[config.mk]
export PLATFORM = sky130hd
export DESIGN_NAME = fpga_mem_arbiter
export DESIGN_NICKNAME = d
export VERILOG_FILES = /design/src/rtl/fpga_mem_pkg.sv /design/src/rtl/fpga_mem_rr_arb.sv /design/src/rtl/fpga_mem_arbiter.sv
export SDC_FILE = /design/constraint.sdc
export NUM_CORES = 2
export LEC_CHECK = 0
export ABC_AREA = 1
export CAP_MARGIN = 40
export CORE_UTILIZATION = 30
export CTS_CLUSTER_DIAMETER = 60
export CTS_CLUSTER_SIZE = 24
export DETAILED_ROUTE_END_ITERATION = 10
export SLEW_MARGIN = 5
export SYNTH_ARGS = -nofsm -noshare
export SYNTH_HDL_FRONTEND = slang
export SYNTH_SLANG_ARGS = --single-unit
[constraint.sdc]
create_clock -name fpga_clk -period 2.8 [get_ports fpga_clk]
set_input_delay 0.56 -clock fpga_clk [delete_from_list [all_inputs] [get_ports fpga_clk]]
set_output_delay 0.56 -clock fpga_clk [all_outputs]
set_load 0.02 [all_outputs]
[src/rtl/fpga_mem_pkg.sv]
// fpga_mem_pkg: shared types and sizing helpers for the FPGA BRAM bus sequencer.
//   state_e  - sequencer states
//   op_e     - transaction kind latched at grant time
//   DEF_*    - default geometry (32-bit beats, 8-beat lines)
//   line_w_f / cnt_w_f - sizing helpers for parameterised instances
package fpga_mem_pkg;

  typedef enum logic [2:0] {
    IDLE  = 3'd0,
    ADDR  = 3'd1,
    WDATA = 3'd2,
    WACK  = 3'd3,
    RWAIT = 3'd4,
    DONE  = 3'd5
  } state_e;

  typedef enum logic {
    OP_RD = 1'b0,
    OP_WR = 1'b1
  } op_e;

  localparam int unsigned DEF_ADW     = 32'd32;
  localparam int unsigned DEF_BURST   = 32'd8;
  localparam int unsigned DEF_LINE_W  = DEF_ADW * DEF_BURST;
  localparam int unsigned DEF_CNT_W   = $clog2(DEF_BURST);

  // Width of one full line made of burst_len beats.
  function automatic int unsigned line_w_f(input int unsigned adw, input int unsigned burst_len);
    return adw * burst_len;
  endfunction

  // Beat counter width; a single-beat burst still needs one bit.
  function automatic int unsigned cnt_w_f(input int unsigned burst_len);
    if (burst_len > 32'd1) begin
      return $clog2(burst_len);
    end else begin
      return 32'd1;
    end
  endfunction

endpackage

[src/rtl/fpga_mem_rr_arb.sv]
// fpga_mem_rr_arb: two-way round-robin arbiter.
//   clk, rst_n  - clock, async active-low reset
//   req         - per-requester request level
//   done        - strobe marking completion of the granted transaction
//   done_idx    - index of the requester that just completed
//   grant_idx   - requester that wins if the sequencer arbitrates this cycle
//   any_req     - at least one requester is asking
// The pointer names the preferred requester; the other one wins only when the
// preferred one is idle. After a completion the other requester becomes preferred.
module fpga_mem_rr_arb (
  input  logic       clk,
  input  logic       rst_n,
  input  logic [1:0] req,
  input  logic       done,
  input  logic       done_idx,
  output logic       grant_idx,
  output logic       any_req
);

  logic ptr_r;

  // Preference pointer: hand priority to the other requester after each completion.
  always_ff @(posedge clk or negedge rst_n) begin
    if (!rst_n) begin
      ptr_r <= 1'b0;
    end else if (done) begin
      ptr_r <= ~done_idx;
    end else begin
      ptr_r <= ptr_r;
    end
  end

  // Grant decode: preferred requester first, otherwise whichever is asking.
  always_comb begin
    grant_idx = ptr_r;
    any_req   = |req;
    if (req[ptr_r]) begin
      grant_idx = ptr_r;
    end else if (req[~ptr_r]) begin
      grant_idx = ~ptr_r;
    end else begin
      grant_idx = ptr_r;
    end
  end

endmodule

[src/rtl/fpga_mem_arbiter.sv]
// fpga_mem_arbiter: controller-side sequencer for the multiplexed BRAM address/data bus.
// Two requesters ask for whole lines; the winner's request becomes one address beat
// followed by BURST_LEN write beats (write) or BURST_LEN collected return beats (read).
// Ports:
//   fpga_clk, rst_n              clock, async active-low reset
//   req_read/req_write [2]       request levels, held until req_resp
//   req_addr  [2*ADW]            line address per requester
//   req_wdata [2*LINE_W]         write line per requester, beat i at [i*ADW +: ADW]
//   req_rdata [LINE_W]           last successfully read line
//   req_resp/req_err [2]         one-cycle completion pulse / failure flag
//   busy                         sequencer not idle
//   address_data_bus_c_to_m ...  outbound beat and its qualifiers, fifo_empty when none
//   address_data_bus_m_to_c      read-return beat
//   resp_m_to_c                  read beat valid / write acknowledge
//   r_en                         memory accepts the presented outbound beat
//   error                        memory-side abort
// All outputs are registered: the next-state decode produces next-output values that
// are captured on the same edge as the state change.
module fpga_mem_arbiter
  import fpga_mem_pkg::*;
#(
  parameter int unsigned ADDRESS_DATA_WIDTH = 32,
  parameter int unsigned BURST_LEN          = 8,
  parameter int unsigned TIMEOUT_CYCLES     = 1024
) (
  input  logic                                      fpga_clk,
  input  logic                                      rst_n,
  input  logic [1:0]                                req_read,
  input  logic [1:0]                                req_write,
  input  logic [2*ADDRESS_DATA_WIDTH-1:0]           req_addr,
  input  logic [2*ADDRESS_DATA_WIDTH*BURST_LEN-1:0] req_wdata,
  output logic [ADDRESS_DATA_WIDTH*BURST_LEN-1:0]   req_rdata,
  output logic [1:0]                                req_resp,
  output logic [1:0]                                req_err,
  output logic                                      busy,
  output logic [ADDRESS_DATA_WIDTH-1:0]             address_data_bus_c_to_m,
  output logic                                      address_on_c_to_m,
  output logic                                      data_on_c_to_m,
  output logic                                      read_en_c_to_m,
  output logic                                      write_en_c_to_m,
  output logic                                      fifo_empty,
  input  logic [ADDRESS_DATA_WIDTH-1:0]             address_data_bus_m_to_c,
  input  logic                                      resp_m_to_c,
  input  logic                                      r_en,
  input  logic                                      error
);

  localparam int unsigned ADW    = ADDRESS_DATA_WIDTH;
  localparam int unsigned LINE_W = line_w_f(ADDRESS_DATA_WIDTH, BURST_LEN);
  localparam int unsigned CNT_W  = cnt_w_f(BURST_LEN);
  localparam int unsigned WD_W   = $clog2(TIMEOUT_CYCLES + 1);
  localparam logic [CNT_W-1:0] LAST_BEAT = CNT_W'(BURST_LEN - 1);
  localparam logic [WD_W-1:0]  WD_LIMIT  = WD_W'(TIMEOUT_CYCLES - 1);

  // Transaction context
  state_e              state_r, state_s;
  op_e                 op_r, op_s;
  logic                grant_r, grant_s;
  logic [ADW-1:0]      addr_r, addr_s;
  logic [LINE_W-1:0]   wdata_r, wdata_s;
  logic [CNT_W-1:0]    cnt_r, cnt_s;
  logic [WD_W-1:0]     wd_r, wd_s;
  logic                err_r, err_s;
  logic [LINE_W-1:0]   rbuf_r, rbuf_s;
  logic                progress_s;

  // Arbiter interface
  logic [1:0]          req_any_s;
  logic                arb_grant_s;
  logic                arb_any_s;
  logic                done_s;

  // Next output values
  logic [ADW-1:0]      bus_s;
  logic                addr_on_s;
  logic                data_on_s;
  logic                rd_en_s;
  logic                wr_en_s;
  logic                fifo_empty_s;
  logic [1:0]          resp_s;
  logic [1:0]          rerr_s;
  logic                busy_s;
  logic [LINE_W-1:0]   rdata_s;

  assign req_any_s = req_read | req_write;
  assign done_s    = (state_r == DONE);

  fpga_mem_rr_arb u_rr_arb (
    .clk       (fpga_clk),
    .rst_n     (rst_n),
    .req       (req_any_s),
    .done      (done_s),
    .done_idx  (grant_r),
    .grant_idx (arb_grant_s),
    .any_req   (arb_any_s)
  );

  // Next-state and transaction-context decode, including watchdog and error abort.
  always_comb begin
    state_s    = state_r;
    op_s       = op_r;
    grant_s    = grant_r;
    addr_s     = addr_r;
    wdata_s    = wdata_r;
    cnt_s      = cnt_r;
    wd_s       = wd_r;
    err_s      = err_r;
    rbuf_s     = rbuf_r;
    progress_s = 1'b0;

    case (state_r)
      IDLE: begin
        if (arb_any_s) begin
          grant_s = arb_grant_s;
          // Write wins when a requester raises both levels at once.
          if (req_write[arb_grant_s]) begin
            op_s = OP_WR;
          end else begin
            op_s = OP_RD;
          end
          if (arb_grant_s) begin
            addr_s  = req_addr[2*ADW-1:ADW];
            wdata_s = req_wdata[2*LINE_W-1:LINE_W];
          end else begin
            addr_s  = req_addr[ADW-1:0];
            wdata_s = req_wdata[LINE_W-1:0];
          end
          cnt_s   = '0;
          err_s   = 1'b0;
          state_s = ADDR;
        end else begin
          state_s = IDLE;
        end
      end

      ADDR: begin
        if (error) begin
          err_s   = 1'b1;
          state_s = DONE;
        end else if (r_en) begin
          progress_s = 1'b1;
          if (op_r == OP_WR) begin
            state_s = WDATA;
          end else begin
            state_s = RWAIT;
          end
        end else begin
          state_s = ADDR;
        end
      end

      WDATA: begin
        if (error) begin
          err_s   = 1'b1;
          state_s = DONE;
        end else if (r_en) begin
          progress_s = 1'b1;
          // Counter parks on the last beat rather than wrapping.
          if (cnt_r == LAST_BEAT) begin
            state_s = WACK;
          end else begin
            cnt_s = cnt_r + CNT_W'(1);
          end
        end else begin
          state_s = WDATA;
        end
      end

      WACK: begin
        if (error) begin
          err_s   = 1'b1;
          state_s = DONE;
        end else if (resp_m_to_c) begin
          progress_s = 1'b1;
          state_s    = DONE;
        end else begin
          state_s = WACK;
        end
      end

      RWAIT: begin
        // error outranks a coincident return beat, so the beat is dropped.
        if (error) begin
          err_s   = 1'b1;
          state_s = DONE;
        end else if (resp_m_to_c) begin
          progress_s = 1'b1;
          rbuf_s[cnt_r*ADW +: ADW] = address_data_bus_m_to_c;
          if (cnt_r == LAST_BEAT) begin
            state_s = DONE;
          end else begin
            cnt_s = cnt_r + CNT_W'(1);
          end
        end else begin
          state_s = RWAIT;
        end
      end

      DONE: begin
        state_s = IDLE;
      end

      default: begin
        state_s = IDLE;
      end
    endcase

    // Watchdog only runs while waiting on memory; any progress or abort clears it.
    if ((state_r == ADDR || state_r == WDATA || state_r == WACK || state_r == RWAIT)
        && !error && !progress_s) begin
      if (wd_r == WD_LIMIT) begin
        wd_s    = '0;
        err_s   = 1'b1;
        state_s = DONE;
      end else begin
        wd_s = wd_r + WD_W'(1);
      end
    end else begin
      wd_s = '0;
    end
  end

  // Next-output decode from the upcoming state so every output leaves a flop.
  always_comb begin
    bus_s        = '0;
    addr_on_s    = 1'b0;
    data_on_s    = 1'b0;
    rd_en_s      = 1'b0;
    wr_en_s      = 1'b0;
    fifo_empty_s = 1'b1;
    resp_s       = 2'b00;
    rerr_s       = 2'b00;
    busy_s       = (state_s != IDLE);
    rdata_s      = req_rdata;

    case (state_s)
      ADDR: begin
        bus_s        = addr_s;
        addr_on_s    = 1'b1;
        rd_en_s      = (op_s == OP_RD);
        wr_en_s      = (op_s == OP_WR);
        fifo_empty_s = 1'b0;
      end
      WDATA: begin
        bus_s        = wdata_s[cnt_s*ADW +: ADW];
        data_on_s    = 1'b1;
        wr_en_s      = 1'b1;
        fifo_empty_s = 1'b0;
      end
      DONE: begin
        resp_s[grant_s] = 1'b1;
        rerr_s[grant_s] = err_s;
        // A failed read leaves the previously returned line visible.
        if (op_s == OP_RD && !err_s) begin
          rdata_s = rbuf_s;
        end else begin
          rdata_s = req_rdata;
        end
      end
      default: begin
        bus_s = '0;
      end
    endcase
  end

  // Transaction context registers.
  always_ff @(posedge fpga_clk or negedge rst_n) begin
    if (!rst_n) begin
      state_r <= IDLE;
      op_r    <= OP_RD;
      grant_r <= 1'b0;
      addr_r  <= '0;
      wdata_r <= '0;
      cnt_r   <= '0;
      wd_r    <= '0;
      err_r   <= 1'b0;
      rbuf_r  <= '0;
    end else begin
      state_r <= state_s;
      op_r    <= op_s;
      grant_r <= grant_s;
      addr_r  <= addr_s;
      wdata_r <= wdata_s;
      cnt_r   <= cnt_s;
      wd_r    <= wd_s;
      err_r   <= err_s;
      rbuf_r  <= rbuf_s;
    end
  end

  // Output registers.
  always_ff @(posedge fpga_clk or negedge rst_n) begin
    if (!rst_n) begin
      address_data_bus_c_to_m <= '0;
      address_on_c_to_m       <= 1'b0;
      data_on_c_to_m          <= 1'b0;
      read_en_c_to_m          <= 1'b0;
      write_en_c_to_m         <= 1'b0;
      fifo_empty              <= 1'b1;
      req_resp                <= 2'b00;
      req_err                 <= 2'b00;
      busy                    <= 1'b0;
      req_rdata               <= '0;
    end else begin
      address_data_bus_c_to_m <= bus_s;
      address_on_c_to_m       <= addr_on_s;
      data_on_c_to_m          <= data_on_s;
      read_en_c_to_m          <= rd_en_s;
      write_en_c_to_m         <= wr_en_s;
      fifo_empty              <= fifo_empty_s;
      req_resp                <= resp_s;
      req_err                 <= rerr_s;
      busy                    <= busy_s;
      req_rdata               <= rdata_s;
    end
  end

endmodule

* Word level (Yosys, flattened, before mapping)
Cells that the tools add are included.
** Cells by class
- Add/sub/neg operators :: 3
- $lt $le $gt $ge :: 5
- Eq/ne operators :: 10
- Shift-type cells :: 3
- Multiplexer cells :: 67
- Bitwise gates (word level) :: 5
- Reduce and logical (&&, ||, !) cells :: 18
** Operator list (count)
- 2-to-1 mux 256 bit :: 6
- bitwise mux 256 bit :: 1
- variable shift 32 x 34 -> 256 bit (first input constant) :: 1
- indexed part select 256 x 9 -> 32 bit :: 1
- indexed part select 32 x 34 -> 256 bit :: 1
- 2-to-1 mux 32 bit :: 3
- one-hot mux 32 bit (2 select lines) :: 1
- 2-to-1 mux 3 bit :: 19
- negator 8 -> 34 bit :: 1
- 2-to-1 mux 1 bit :: 27
- 2-to-1 mux 11 bit :: 2
- one-hot mux 3 bit (5 select lines) :: 1
- == test 3 bit (second input constant) :: 4
- adder 11 x 1 -> 11 bit (second input constant) :: 1
- == test 11 x 10 -> 1 bit (second input constant) :: 1
- == test 3 x 2 -> 1 bit (second input constant) :: 3
- one-hot mux 3 bit (3 select lines) :: 1
- < comparator 1 x 2 -> 1 bit (second input constant) :: 4
- OR reduction 2 bit :: 4
- == test 3 x 1 -> 1 bit (second input constant) :: 2
- one-hot mux 1 bit (2 select lines) :: 3
- logical AND 1 bit :: 4
- 2-to-1 mux 2 bit :: 2
- OR reduction 4 bit :: 1
- other kinds (11) :: 17
** Word-level totals
- Flip-flop bits (word level) :: 863

* Longest topological paths before layout
- Depth in word-level cells :: 13
- Mapped depth :: 15
- Gate-level depth less buffers :: 13

* Modules after synthesis
From an unflattened synthesis, not the netlist that was laid out.
** Unflattened totals
- Cells, all modules :: 4934
- Area, all modules :: 40605.2 um2
** By module, submodules not included
- fpga_mem_arbiter :: times used 1, cells each 4927, area an instance 40552.6 um2
- fpga_mem_rr_arb :: times used 1, cells each 7, area an instance 52.6 um2

* Worst setup path before layout
Ideal clock, no wire load.
- Path type :: register to register
- Start point :: register cnt_r[0]
- End point :: register req_rdata[38]
- Setup time :: 0.123 ns
- Arrival :: 2.882 ns
- Data required time :: 2.677 ns
- Setup slack :: -0.205 ns
- Stages on the path, launching flop included :: 12
- Clock period less this slack :: 3.005 ns
- Cell sequence :: dfrtp_1 inv_1 clkbuf_1 clkbuf_1 ha_1 ha_1 nand2_1 nor4_1 buf_2 mux2_2 nand2_1 nand2_1
** Between the ends
- Elaborated cells between the ends (all ways) :: 19
- Those cells by class :: add/sub (1); eq/ne (2); shift (2); mux (13); reduce/logical (1)
** RTL lines
- start, declared :: line fpga_mem_arbiter.sv:61 : logic [CNT_W-1:0] cnt_r, cnt_s;
- start signal, assigned :: line fpga_mem_arbiter.sv:284 : cnt_r <= cnt_s;
- negator 8 -> 34 bit (*) :: line fpga_mem_arbiter.sv:188 : rbuf_s[cnt_r*ADW +: ADW] = address_data_bus_m_to_c;
- indexed part select 32 x 34 -> 256 bit or variable shift 32 x 34 -> 256 bit (tied branches) :: line fpga_mem_arbiter.sv:188
- bitwise mux 256 bit (*) :: line fpga_mem_arbiter.sv:188
- 2-to-1 mux 256 bit (*) :: line fpga_mem_arbiter.sv:186 : end else if (resp_m_to_c) begin
- 2-to-1 mux 256 bit (*) :: line fpga_mem_arbiter.sv:183 : if (error) begin
- 2-to-1 mux 256 bit (*) :: line fpga_mem_arbiter.sv:111 : case (state_r)
- net rbuf_s[38] :: line fpga_mem_arbiter.sv:64 : logic [LINE_W-1:0] rbuf_r, rbuf_s;
- end signal, assigned :: line fpga_mem_arbiter.sv:314 : req_rdata <= rdata_s;
- end, declared :: line fpga_mem_arbiter.sv:32 : output logic [ADDRESS_DATA_WIDTH*BURST_LEN-1:0] req_rdata,
The timed path passes the listed nets; every way through them passes the cells marked *.
A chain may end at the register's enable or synchronous reset.

* Worst setup path after layout
- Start point :: input port req_read[0]
- End point :: register address_data_bus_c_to_m[16]
** Between the ends
- Word-level cells in the longest chain between the ends :: 10
- Elaborated cells between the ends (all ways) :: 24
- Those cells by class :: eq/ne (2); shift (1); mux (19); bitwise (1); reduce/logical (1)
** Ends and longest elaborated chain
- start, declared :: line fpga_mem_arbiter.sv:28 : input logic [1:0] req_read,
- OR 2 bit (*) :: line fpga_mem_arbiter.sv:85 : assign req_any_s = req_read | req_write;
- 2-to-1 mux 1 bit (implied by the code) (2 in a row) :: line fpga_mem_rr_arb.sv:39 : end else if (req[~ptr_r]) begin
- 2-to-1 mux 1 bit :: line fpga_mem_rr_arb.sv:39
- 2-to-1 mux 1 bit :: line fpga_mem_rr_arb.sv:37 : if (req[ptr_r]) begin
- 2-to-1 mux 256 bit :: line fpga_mem_arbiter.sv:121 : if (arb_grant_s) begin
- 2-to-1 mux 256 bit :: line fpga_mem_arbiter.sv:113 : if (arb_any_s) begin
- 2-to-1 mux 256 bit :: line fpga_mem_arbiter.sv:111
- indexed part select 256 x 9 -> 32 bit :: line fpga_mem_arbiter.sv:245 : bus_s = wdata_s[cnt_s*ADW +: ADW];
- one-hot mux 32 bit (2 select lines) (*) :: line fpga_mem_arbiter.sv:236 : case (state_s)
- net bus_s[16] :: line fpga_mem_arbiter.sv:74 : logic [ADW-1:0] bus_s;
- end signal, assigned :: line fpga_mem_arbiter.sv:305 : address_data_bus_c_to_m <= bus_s;
- end, declared :: line fpga_mem_arbiter.sv:36 : output logic [ADDRESS_DATA_WIDTH-1:0] address_data_bus_c_to_m,
The timed path passes the listed nets; every way through them passes the cells marked *. The select of a mux whose other input is x is not followed.

==> impl_summary.txt <==
----------------------------------------------------
[Status]
  Outcome ... complete, no violations

[Cells and area]
  Cell Count, Final, Fillers Out ... roughly 8,000
  Post-layout nets ... between 6,000 and 7,000
  Post-synthesis to final-layout area growth ... 42.77%
  Ratio of cells with drive above 1 in the final layout ... between 10% and 20%
  Layout fillers ... roughly 13,000

[Worst setup path]
  CP Max Fanout ... 38
  Worst R2R Start ... cnt_r[0]
  Crit path to ... address_data_bus_c_to_m[16]
  Worst Reg-to-Reg Cells ... 10
  Required @ worst endpoint ... 3.36 ns
  Critical path class ... primary input to register
  Capturing element type of the critical path ... register
  Worst setup SP type ... primary input
  FF-to-FF End ... req_rdata[97]
  Signal arrival time at the worst endpoint ... 3.25 ns
  Timing startpoint of the critical path ... req_read[0]
  Flop-to-flop setup slack ... ~0.14 ns

[Die]
  Initial standard-cell utilization of the core ... a little under a third
  Standard-cell row count ... 135
  Die outline height ... approximately 370 um
  I/O pins ... 915
  CORE AREA ... around 0.14 mm^2
  Die Outline Area ... around 0.14 mm^2
  Floorplan die width ... about 370 um

[Power and ir drop]
  Leakage dissipation ... about 29 nW
  Clock group share of total power ... 22.8%
  Power share of the combinational group ... roughly 47%
  Internal power ... between 30 and 40 mW
  Max VDD drop ... just under 0.0007 V
  Switching power of the nets ... between 20 and 25 mW
  Switching power as a share of total power ... about 41%
  Share of power burned in registers ... around 30%
  Cell Pwr Density ... between 900 and 1000 mW/mm^2

[STA]
  Setup violators final ... 0
  Final hold vios ... 0
  Max-slew violation count ... 0
  Worst clock skew on the final layout ... around 0.037 ns
  Post-route worst setup slack ... 0.1099 ns
  Accumulated negative setup slack ... 0 ns
  Worst-margin pin slew ... 0.7360 ns
  Headroom to the max-slew limit ... 50.88%
  Max Clk Rate ... between 300 and 400 MHz
  Post-route fraction of the period consumed by the critical path ... 96.07%
  Post-layout minimum cycle time ... approximately 2.7 ns
  Unrepaired setup endpoints after global routing ... true

[Placed design]
  Minimum setup slack after placement ... -0.5752 ns
  IO Port Bufs ... 914
  Instance count after placement with tap cells included ... approximately 8,000
  Half-perimeter wire length after detailed placement ... ~140 mm
  Weighted congestion at the end of routability-driven global placement ... 0.9210

[Logic synthesis]
  Synthesized cell area ... just over 0.04 mm^2
  Most common flop cell mapped by yosys ... sky130_fd_sc_hd__dfrtp_1
  Gate Count Post-Synth ... 5,003
  Post-synthesis net count ... 5,626
  Share of synthesized flip-flops with an asynchronous set or reset ... 100.0%
  Most numerous cell in the Yosys netlist ... sky130_fd_sc_hd__nand2_1
  Mean instance size in the synthesized netlist ... slightly above 8 um^2
  Register bit total from synthesis ... 863
  Post-synth EDFFs ... 0
  Share of Yosys cell area claimed by the top area cell type ... between 50% and 60%
  Ranking of synthesized cells by instance count ... 1,560 x sky130_fd_sc_hd__nand2_1, 862 x sky130_fd_sc_hd__dfrtp_1, 597 x sky130_fd_sc_hd__nand3_1, 472 x sky130_fd_sc_hd__inv_1, 397 x sky130_fd_sc_hd__o21ai_0
  Leading area contributor after synthesis ... sky130_fd_sc_hd__dfrtp_1
  Sequential area share after synthesis ... 52.25%
  Ys Warns ... 0
  Post-synthesis cell type count ... 40
  Top post-synthesis cells by area ... sky130_fd_sc_hd__dfrtp_1 52%, sky130_fd_sc_hd__nand2_1 14%, sky130_fd_sc_hd__nand3_1 7.2%, sky130_fd_sc_hd__o21ai_0 4.8%, sky130_fd_sc_hd__mux2_2 4.3%

[Routing]
  DRC viols ... 0
  Detail Route Antenna Nets ... 0
  Routed WL per cell ... roughly 23 um
  Overall via count from detail_route ... 39,350
  Number of DRC markers in iteration 0 ... about 3,300
  Via density per instance ... approximately 5
  First-pass iteration count of the detailed router ... 5
  Detailed Route WL ... approximately 180 mm

[Global route]
  Global-route wire length before repair ... between 200 and 300 mm
  Total global routing overflow ... 0
  Initial antenna violation count ... 35
  Via count of the first global-routing pass ... roughly 39,000
  Global router's overall resource usage ... 25.69%
  Largest net degree at the start of global routing ... between 80 and 90

[Clock tree]
  TritonCTS clock tree ... built
  Clock insertion delay at the later pin of the skew report ... 0.68 ns
  Total clock sinks ... around 860
  Clk pin slew, worst setup/hold paths ... 0.09 ns
  Root buffer cell ... sky130_fd_sc_hd__clkbuf_16
  Maximum level of the CTS H-tree ... 3
  Number of buffers created by CTS ... 79
  Buffers from clock root to sink, at most ... 3

[Run]
  Reported max-cap violation count ... 0

[Hold path]
  Worst min path class ... primary input to register

----------------------------------------------------
[routing by layer]
metal	track usage, %	part of all wire [%]
met1	31.80	40
met2	41.47	46
met3	6.430	7.9
met4	12.99	5.2
met5	0	0.088
[worst min-delay path by stage]
| stage | depth (start not counted) | slack [ns] | endpoint | start |
|---|---|---|---|---|
| global placement | 2 | 0.46 | rbuf_r[137] | rbuf_r[137] |
| global route | 3 | 0.45 | addr_r[18] | req_addr[50] |
| detailed placement | 2 | 0.47 | rbuf_r[146] | rbuf_r[146] |
| floorplan | 0 | 0.26 | addr_r[0] | rst_n |
| CTS | 3 | 0.42 | addr_r[18] | req_addr[50] |
| finish | 3 | 0.47 | addr_r[30] | req_addr[62] |
[power groups by stage]
| stage | sequential [mW] | combinational [mW] | clock, mW |
|---|---|---|---|
| 2_1_floorplan | 16.5 | 12.2 | 0 |
| 3_3_place_gp | 16.2 | 24.5 | 0 |
| 3_5_place_dp | 16.3 | 24.7 | 0 |
| 4_1_cts | 16.1 | 24.9 | 12.3 |
| 5_1_grt | 16.3 | 27.2 | 12.7 |
| 6_report | 16.1 | 25.0 | 12.1 |
[cells by family after synthesis]
group	after synthesis	share of synthesized area [%]
flops	863	52.25
fa+ha+maj	6	0.1816
mux	193	5.258
compound gates	510	6.405
buf+inv	830	8.146
simple gates	2596	27.65
xor+xnor	5	0.1059
[cell usage in the layout, fill, tap and decap left out, types with 4 or more instances in the layout]
master | Yosys | routed
sky130_fd_sc_hd__a21oi_1 | 74 | 74
sky130_fd_sc_hd__buf_12 | 0 | 89
sky130_fd_sc_hd__buf_4 | 29 | 383
sky130_fd_sc_hd__buf_6 | 0 | 4
sky130_fd_sc_hd__bufinv_16 | 0 | 7
sky130_fd_sc_hd__clkbuf_16 | 0 | 80
sky130_fd_sc_hd__clkbuf_8 | 0 | 4
sky130_fd_sc_hd__clkdlybuf4s50_1 | 0 | 913
sky130_fd_sc_hd__clkinv_4 | 0 | 4
sky130_fd_sc_hd__clkinv_8 | 0 | 16
sky130_fd_sc_hd__clkinvlp_4 | 0 | 7
sky130_fd_sc_hd__dfrtp_1 | 862 | 860
sky130_fd_sc_hd__diode_2 | 0 | 23
sky130_fd_sc_hd__ha_1 | 6 | 5
sky130_fd_sc_hd__inv_1 | 472 | 468
sky130_fd_sc_hd__inv_2 | 5 | 9
sky130_fd_sc_hd__inv_6 | 0 | 15
sky130_fd_sc_hd__inv_8 | 0 | 6
sky130_fd_sc_hd__mux2_1 | 34 | 34
sky130_fd_sc_hd__mux2_2 | 159 | 159
sky130_fd_sc_hd__nand2_1 | 1560 | 1555
sky130_fd_sc_hd__nand2_2 | 3 | 4
sky130_fd_sc_hd__nand3_1 | 597 | 596
sky130_fd_sc_hd__nand3b_1 | 79 | 79
sky130_fd_sc_hd__nand4_1 | 6 | 6
sky130_fd_sc_hd__nor2_1 | 70 | 68
sky130_fd_sc_hd__nor3_1 | 98 | 96
sky130_fd_sc_hd__o21ai_0 | 397 | 395
sky130_fd_sc_hd__o21ai_1 | 3 | 4
sky130_fd_sc_hd__o31ai_1 | 30 | 30
sky130_fd_sc_hd__or2_2 | 169 | 169
sky130_fd_sc_hd__xor2_1 | 4 | 4
[cell type report]
class / instances / area [um^2] / share of cell area [%]
repair inverters: 1 / 8.758 / 0.01484
clock inverters: 61 / 835.8 / 1.416
repair buffers: 1391 / 13870 / 23.50
clock buffers: 87 / 2068 / 3.505
inverters: 481 / 1818 / 3.081
flip-flops and latches: 863 / 21600 / 36.60
well taps: 1781 / 2228 / 3.776
diodes: 23 / 57.56 / 0.09753
multi-input cells: 3310 / 16530 / 28.02
[worst max-delay path: stages]
cell and delay [ns]:
sky130_fd_sc_hd__clkdlybuf4s50_1 0.45, sky130_fd_sc_hd__or2_2 0.38, sky130_fd_sc_hd__o21ai_4 0.26, sky130_fd_sc_hd__clkinv_8 0.17
sky130_fd_sc_hd__buf_4 0.22, sky130_fd_sc_hd__buf_12 0.18, sky130_fd_sc_hd__buf_4 0.16, sky130_fd_sc_hd__or2_2 0.27
sky130_fd_sc_hd__nand2_1 0.10, sky130_fd_sc_hd__nand3_1 0.07, sky130_fd_sc_hd__nand3_1 0.07, sky130_fd_sc_hd__nand3_1 0.13
sky130_fd_sc_hd__nand3_1 0.14, sky130_fd_sc_hd__nand2_1 0.07
[per-stage QoR]
step / hold WS (ns) / utilization (%) / total power, mW / cell area, um^2
5_1_grt: 0.4481 / 43.34 / 56.28 / 59000
3_3_place_gp: 0.4631 / 41.13 / 40.79 / 55990
3_5_place_dp: 0.4682 / 41.13 / 41.02 / 55990
6_report: 0.4684 / 43.35 / 53.19 / 59020
4_1_cts: 0.4165 / 43.27 / 53.23 / 58910
2_1_floorplan: 0.2644 / - / 28.67 / 41340
[sequential cells by signal, summed over array words and instances (netlist names)]
| name | flops |
|---|---|
| wdata_r | 256 |
| err_r | 1 |
| data_on_c_to_m | 1 |
| addr_r | 32 |
| req_err | 2 |
| op_r | 1 |
| address_data_bus_c_to_m | 32 |
| req_resp | 2 |
| req_rdata | 256 |
| read_en_c_to_m | 1 |
| write_en_c_to_m | 1 |
| state_r | 3 |
| u_rr_arb.ptr_r | 1 |
| grant_r | 1 |
| address_on_c_to_m | 1 |
| rbuf_r | 256 |
| fifo_empty | 1 |
| busy | 1 |
| wd_r | 11 |
| cnt_r | 3 |
[timing repair]
action | in CTS | in global routing
gates cloned | 0 | 1
pin swaps | 1 | 3
setup endpoints to repair | 63 | 80
hold buffers | 1 | 0
gates resized for setup | 2 | 11
endpoints found under the hold margin | 29 | 0
setup buffers | 0 | 1
Power figures use the tool's default switching activity.
